File: config.mk
export PLATFORM = sky130hd
export DESIGN_NAME = pmod_led_arbiter
export DESIGN_NICKNAME = d
export VERILOG_FILES = /design/src/rtl/pmod_led_arbiter.sv
export SDC_FILE = /design/constraint.sdc
export NUM_CORES = 1
export LEC_CHECK = 0
export ABC_AREA = 1
export CORE_MARGIN = 10
export CORE_UTILIZATION = 47
export DETAILED_ROUTE_END_ITERATION = 8
export GPL_ROUTABILITY_DRIVEN = 0
export GPL_TIMING_DRIVEN = 0
export PLACE_DENSITY = 0.8
export SYNTH_ARGS = -nofsm -noshare
export SYNTH_HDL_FRONTEND = slang
export SYNTH_SLANG_ARGS = --single-unit
File: constraint.sdc
create_clock -name clk -period 2.3 [get_ports clk]
set_input_delay 0.46 -clock clk [delete_from_list [all_inputs] [get_ports clk]]
set_output_delay 0.46 -clock clk [all_outputs]
set_load 0.02 [all_outputs]
File: src/rtl/pmod_led_arbiter.sv
// pmod_led_arbiter: round-robin time-slice sharing of an active-low 8-bit PMOD LED bank.
// Optional idle heartbeat on PMOD_D[0] when PMOD_LED_ARB_HEARTBEAT_EN is defined.
module pmod_led_arbiter #(
  parameter int N_REQ       = 4,
  parameter int TICK_CYCLES = 12_000,
  parameter int SLOT_TICKS  = 500,
  parameter int HB_TICKS    = 250
) (
  input  logic                 clk,
  input  logic                 rst,
  input  logic [N_REQ-1:0]     req,
  input  logic [8*N_REQ-1:0]   pattern,
  output logic [N_REQ-1:0]     grant,
  output logic                 busy,
  output logic [7:0]           PMOD_D
);
  localparam int IW = $clog2(N_REQ);
  localparam int PW = $clog2(TICK_CYCLES);
  localparam int SW = $clog2(SLOT_TICKS + 1);
  typedef enum logic {IDLE, OWN} state_t;
  if (N_REQ < 2 || N_REQ > 8 || TICK_CYCLES < 2 || SLOT_TICKS < 1 || HB_TICKS < 1) begin : g_bad
    $error("pmod_led_arbiter: parameter out of range");
  end
  state_t state_q, state_d;
  logic [PW-1:0] presc_q, presc_d;
  logic [IW-1:0] owner_q, owner_d, ptr_q, ptr_d, sel;
  logic [SW-1:0] slot_q, slot_d;
  logic [N_REQ-1:0] grant_q, grant_d;
  logic [7:0] pmod_q, pmod_d, idle_pmod;
  logic tick, rel;
  assign tick = presc_q == PW'(TICK_CYCLES - 1);
  assign rel = !req[owner_q] || (slot_q == SW'(SLOT_TICKS) && |(req & ~grant_q));
  // lowest k wins, so the first requester at or above ptr is chosen
  always_comb begin
    sel = ptr_q;
    for (int k = N_REQ - 1; k >= 0; k--)
      if (req[(int'(ptr_q) + k) % N_REQ]) sel = IW'((int'(ptr_q) + k) % N_REQ);
  end
`ifdef PMOD_LED_ARB_HEARTBEAT_EN
  localparam int HW = $clog2(HB_TICKS + 1);
  logic [HW-1:0] hb_q, hb_d;
  logic hb_led_q, hb_led_d, hb_wrap, hb_hold;
  always_comb begin
    hb_hold = state_q == OWN || state_d == OWN;
    hb_wrap = tick && hb_q == HW'(HB_TICKS - 1);
    hb_d = hb_hold || hb_wrap ? '0 : tick ? hb_q + 1'b1 : hb_q;
    hb_led_d = hb_hold ? 1'b0 : hb_wrap ? ~hb_led_q : hb_led_q;
    idle_pmod = {7'h7F, ~hb_led_q};
  end
  always_ff @(posedge clk) begin
    if (rst) begin
      hb_q <= '0;
      hb_led_q <= 1'b0;
    end else begin
      hb_q <= hb_d;
      hb_led_q <= hb_led_d;
    end
  end
`else
  assign idle_pmod = 8'hFF;
`endif
  always_comb begin
    presc_d = tick ? '0 : presc_q + 1'b1;
    state_d = state_q;
    owner_d = owner_q;
    ptr_d = ptr_q;
    slot_d = slot_q;
    grant_d = grant_q;
    pmod_d = pmod_q;
    if (state_q == IDLE) begin
      pmod_d = idle_pmod;
      if (|req) begin
        state_d = OWN;
        owner_d = sel;
        grant_d = N_REQ'(1) << sel;
        slot_d = '0;
      end
    end else if (rel) begin
      state_d = IDLE;
      grant_d = '0;
      pmod_d = 8'hFF;
      ptr_d = owner_q == IW'(N_REQ - 1) ? '0 : owner_q + 1'b1;
    end else begin
      pmod_d = ~pattern[8*owner_q +: 8];
      slot_d = tick && slot_q != SW'(SLOT_TICKS) ? slot_q + 1'b1 : slot_q;
    end
  end
  always_ff @(posedge clk) begin
    if (rst) begin
      state_q <= IDLE;
      presc_q <= '0;
      owner_q <= '0;
      ptr_q <= '0;
      slot_q <= '0;
      grant_q <= '0;
      pmod_q <= 8'hFF;
    end else begin
      state_q <= state_d;
      presc_q <= presc_d;
      owner_q <= owner_d;
      ptr_q <= ptr_d;
      slot_q <= slot_d;
      grant_q <= grant_d;
      pmod_q <= pmod_d;
    end
  end
  assign grant = grant_q;
  assign busy = |grant_q;
  assign PMOD_D = pmod_q;
endmodule

-- After elaboration in Yosys (flattened, before gate mapping)
Index checks and enable logic that the tools add are counted.
- flip-flop bits (word level): 40
- input port bits: 38
- word-level logic and storage cells: 79
- $add $sub $neg: 6
- $lt $le $gt $ge: 5
- eq/ne operators: 7
- shifts and indexed selects: 2
- multiplexer cells: 28
- bitwise operators: 7
- reductions and logical operators: 17
- operator list (operator ; number):
    9-bit two-way mux ; 4
    32-bit by 6-bit indexed part select with 8-bit output ; 1
    14-bit by 1-bit adder with 14-bit output, second input constant ; 1
    14-bit == test, second input constant ; 1
    3-bit by 4-bit less-than comparator with 1-bit output, second input constant ; 3
    4-bit two-way mux ; 3
    4-bit OR reduction ; 3
    1-bit two-way mux ; 11
    1-bit binary-select mux with 2-bit select ; 5
    2-bit two-way mux ; 5
    9-bit by 1-bit adder with 9-bit output, second input constant ; 1
    9-bit == test, second input constant ; 1
    9-bit != test, second input constant ; 1
    8-bit inverter ; 1
    2-bit OR reduction ; 4
    2-bit by 3-bit less-than comparator with 1-bit output, second input constant ; 2
    2-bit AND reduction ; 3
    2-bit by 1-bit adder with 2-bit output, second input constant ; 2
    2-bit adder, second input constant ; 2
    4-bit bitwise AND ; 1
    2-bit by 1-bit != test with 1-bit output, second input constant ; 2
    4-bit inverter ; 1
    1-bit by 2-bit left shift with 4-bit output, first input constant ; 1
    1-bit bitwise AND, first input constant ; 3
    9 further kinds ; 10

-- Logic depth before layout (Yosys ltp)
- depth in word-level cells: 13
- depth in mapped cells: 13
- gate-level depth less buffers: 13

-- Least setup slack after synthesis
Ideal clock, no wire load.
- path kind: register to output
- from: reg grant_q[3] (netlist: grant[3])
- to: out busy
- arrival: 1.023 ns
- slack: 0.817 ns
- stages on the path, launching flop included: 2
- cell sequence: dfxtp_1 or4_1
- longest elaborated chain between the ends: 1
- RTL lines (item ; line ; RTL):
    start: declaration ; 28 ; logic [N_REQ-1:0] grant_q, grant_d;
    start signal: assignment ; 103 ; grant_q <= grant_d;
    4-bit OR reduction ; 108 ; assign busy = |grant_q;
    end: declaration ; 14 ; output logic busy,
No other way between the ends.

-- Worst setup path after layout
Same ends and word-level chain as after synthesis.

==> results.ini <==
[worst_setup_path]
timing.critical_path.from_type = flop
crit_arrival_ns = 1.72
worst_r2r_path_depth = 12
endpoint_kind = output port
timing.critical_path.cells = or4_1, clkdlybuf4s50_1
critPathTopFamily = buffers and inverters
cp_slowest_stage_delay_ns = 0.56
worst-path-max-fanout = 4
cpMaxStageDelayCell = sky130_fd_sc_hd__clkdlybuf4s50_1
crit_buf_inv = 1
timing.reg2reg.setup_slack_ns = 0.49
critical_path.reg2reg.endpoint = PMOD_D[6]
timing_worst_setup_path_type = flop to output port
worst_ep_required_time_ns = 1.84
timing.rr.start = slot_q[0]

[detailed_routing]
initialDrtViolationCount = 143
antenna_violating_nets_post_route = 0
drt-pass1-iter-count = 4
drt-wirelength-per-cell_um = 13.2
post-route-drc-count = 0
totalWireLength_um = 6200
detailroute.via_count = 2430
avgViaCountPerCell = 5.18

[synthesis]
synth_top_family_by_area = simple AND/OR/NAND/NOR gates
post_synth_edffs = 0
synth_area_um2 = 2360
async_flop_share = 0
synth.yosys.warnings = 0
postSynthCellCount = 344
synth-simple-area-share = 0.369
post_synth_main_area_contributors = sky130_fd_sc_hd__dfxtp_1, sky130_fd_sc_hd__nand2_1, sky130_fd_sc_hd__a21oi_1, sky130_fd_sc_hd__nor2_1, sky130_fd_sc_hd__inv_1
post_synthesis_adder_cell_area_fraction = 0.0212
synth_top_flop_cell = sky130_fd_sc_hd__dfxtp_1
post_synthesis_xor_xnor_area_fraction = 0.0334
synth_largest_area_cell = sky130_fd_sc_hd__dfxtp_1
synthMuxAreaShare = 0
syn-mean-instance-area_um2 = 6.86
synth_sequential_area_ratio = 0.339
synth_compound_area_frac = 0.151
synth-seq-cells = 40
synth_cell_types = 41
synth_top_area_frac = 0.339
postSynthNetCount = 386

[global_routing]
grt_antenna_before_repair = 0
grt_start_max_net_pins = 14
first_global_vias = 2327
grt_usage = 0.152
gr-total-overflow = 0
grt_first_pass_wirelength_um = 10700

[power]
cellLeakagePower_nw = 1.26
switching_fraction = 0.336
cellInternalPower_mw = 1.66
combPwrFrac = 0.354
clockPowerShare = 0.319
power-per-cell-area_nw_per_um2 = 803
worst_ir_drop_vdd_uv = 589
p_sw_uw = 837
power.sequential.fraction = 0.326

[timing]
max_slew.worst_pin.slew_ns = 0.512
timing.fmax_ghz = 0.459
hold_viol = 0
rsz0062_at_grt = false
final-max-slew-violation-count = 0
fin_crit_sh = 0.948
setup_viol_count_final = 0
slew-limit-headroom = 0.659
timing.clock.skew_ns = 0.00617
tns_ns = 0
period_needed_ns = 2.18

[layout]
post-route-util = 0.649
final_cell_mix = sky130_fd_sc_hd__nand2_1, sky130_fd_sc_hd__clkdlybuf4s50_1, sky130_fd_sc_hd__dfxtp_1
area_added_between_synthesis_and_finish_pct = 31.5
final_common_cell = sky130_fd_sc_hd__nand2_1
n_fill_cell = 437
fin_cells = 469
antenna-diode-count = 0
finalNetCount = 443
drive_gt1_frac = 0.109

[clock_tree]
cts_buffers = 5
insertion_delay_ns = 0.29
clock-sinks = 40
clk_pin_slew_worst_paths_ns = 0.08
cts_hold_buf = 0
cts_tree = built
clock-root-buffer = sky130_fd_sc_hd__clkbuf_8
postCtsSetupBuffers = 0
cts-root-to-sink-buffers = 2
cts.htree.levels = 2
post_cts.resized_instances = 0

[worst_hold_path]
hold_class = flop to flop
hold_path_depth = 1
hold_end = presc_q[0]
min-delay-start = presc_q[0]

[die]
fp-row-count = 25
fp.coreArea_um2 = 4790
design.die.area_um2 = 8260
dieWidth_um = 90.9
floorplan.initialDensity = 0.493
die_height_um = 90.9
boundaryPins = 51

[job]
maxCapViolCount = 0

[status]
run_status = complete, no violations

[placed_design]
hpwlAfterDp_um = 4630
buffer_ports.inserted = 50
dpl.cell_count = 461

-- worst max path at each step --
| stage | from | endpoint | depth (start not counted) |
|---|---|---|---|
| 2_1_floorplan | grant[3] | busy | 1 |
| 3_3_place_gp | req[0] | grant[2] | 7 |
| 3_5_place_dp | req[3] | PMOD_D[6] | 9 |
| 4_1_cts | grant[3] | busy | 2 |
| 5_1_grt | grant[3] | busy | 2 |
| 6_report | grant[3] | busy | 2 |
-- state kept, by name, summed over array words and instances, names as in the netlist --
| name | flops |
|---|---|
| PMOD_D | 8 |
| state_q | 1 |
| presc_q | 14 |
| grant | 4 |
| owner_q | 2 |
| ptr_q | 2 |
| slot_q | 9 |
-- cells by family (layout without fill, tap and decap cells) --
logic type | count (synthesis) | in the layout
and+or+nand+nor | 183 | 183
AOI/OAI and AO/OA | 61 | 61
buffers and inverters | 47 | 105
DFF | 40 | 40
xor gates and xnor gates | 9 | 9
adders and majority gates | 4 | 4
-- power by group through the flow --
stage / registers, mW / clock network (mW) / logic, mW
2_1_floorplan: 0.858 / 0 / 0.556
3_3_place_gp: 0.827 / 0 / 0.863
3_5_place_dp: 0.830 / 0 / 0.877
4_1_cts: 0.813 / 0.807 / 0.885
5_1_grt: 0.823 / 0.833 / 0.996
6_report: 0.814 / 0.796 / 0.884
-- worst reg2reg max path, delay by kind of cell (launching register included) --
family,cells,cell delay [ns]
buf+inv,4,0.48
flops,1,0.37
fa+ha+maj,1,0.21
compound gates,1,0.10
simple gates,6,0.53
-- through the flow --
step           power, mW  cell area [µm²]  worst slack [ns]  hold slack (ns)
6_report            2.49             3100             0.121            0.461
5_1_grt             2.65             3100            0.0578            0.477
4_1_cts             2.51             3100             0.109            0.469
3_5_place_dp        1.71             2950             0.188            0.448
3_3_place_gp        1.69             2950             0.190            0.439
2_1_floorplan       1.41             2360             0.817            0.429
-- cell usage after synthesis, types with 2 or more instances --
cell type	n
sky130_fd_sc_hd__nand3_2	3
sky130_fd_sc_hd__inv_1	32
sky130_fd_sc_hd__nand2_1	88
sky130_fd_sc_hd__nand2_4	3
sky130_fd_sc_hd__nor2_1	38
sky130_fd_sc_hd__a21oi_2	3
sky130_fd_sc_hd__nor4_2	2
sky130_fd_sc_hd__dfxtp_1	40
sky130_fd_sc_hd__buf_4	2
sky130_fd_sc_hd__nand3_1	20
sky130_fd_sc_hd__nor3_1	3
sky130_fd_sc_hd__o21ai_1	2
sky130_fd_sc_hd__clkbuf_1	3
sky130_fd_sc_hd__xnor2_1	5
sky130_fd_sc_hd__xor2_1	4
sky130_fd_sc_hd__nand2_2	4
sky130_fd_sc_hd__buf_6	2
sky130_fd_sc_hd__inv_2	4
sky130_fd_sc_hd__o21ai_0	11
sky130_fd_sc_hd__a22oi_1	5
sky130_fd_sc_hd__nand4_1	12
sky130_fd_sc_hd__nor3_2	2
sky130_fd_sc_hd__or2_2	2
sky130_fd_sc_hd__a21oi_1	29
sky130_fd_sc_hd__o21ai_2	2
sky130_fd_sc_hd__o22ai_1	5
sky130_fd_sc_hd__ha_1	4
-- layout make-up --
class | count | area (µm²) | area share
Tap cell | 67 | 83.8 | 0.0270
Buffer | 8 | 53.8 | 0.0173
Sequential cell | 40 | 801 | 0.258
Inverter | 39 | 150 | 0.0484
Clock inverter | 3 | 90.1 | 0.0290
Multi-Input combinational cell | 257 | 1360 | 0.437
Clock buffer | 5 | 68.8 | 0.0222
Timing Repair Buffer | 50 | 500 | 0.161
-- layer usage --
layer | track usage | part of all wire
met3 | 0.0341 | 0.049
met5 | 0 | 0
met4 | 0.0418 | 0.015
met1 | 0.194 | 0.47
met2 | 0.250 | 0.47
Note: power is estimated with default switching activity, not from simulation.
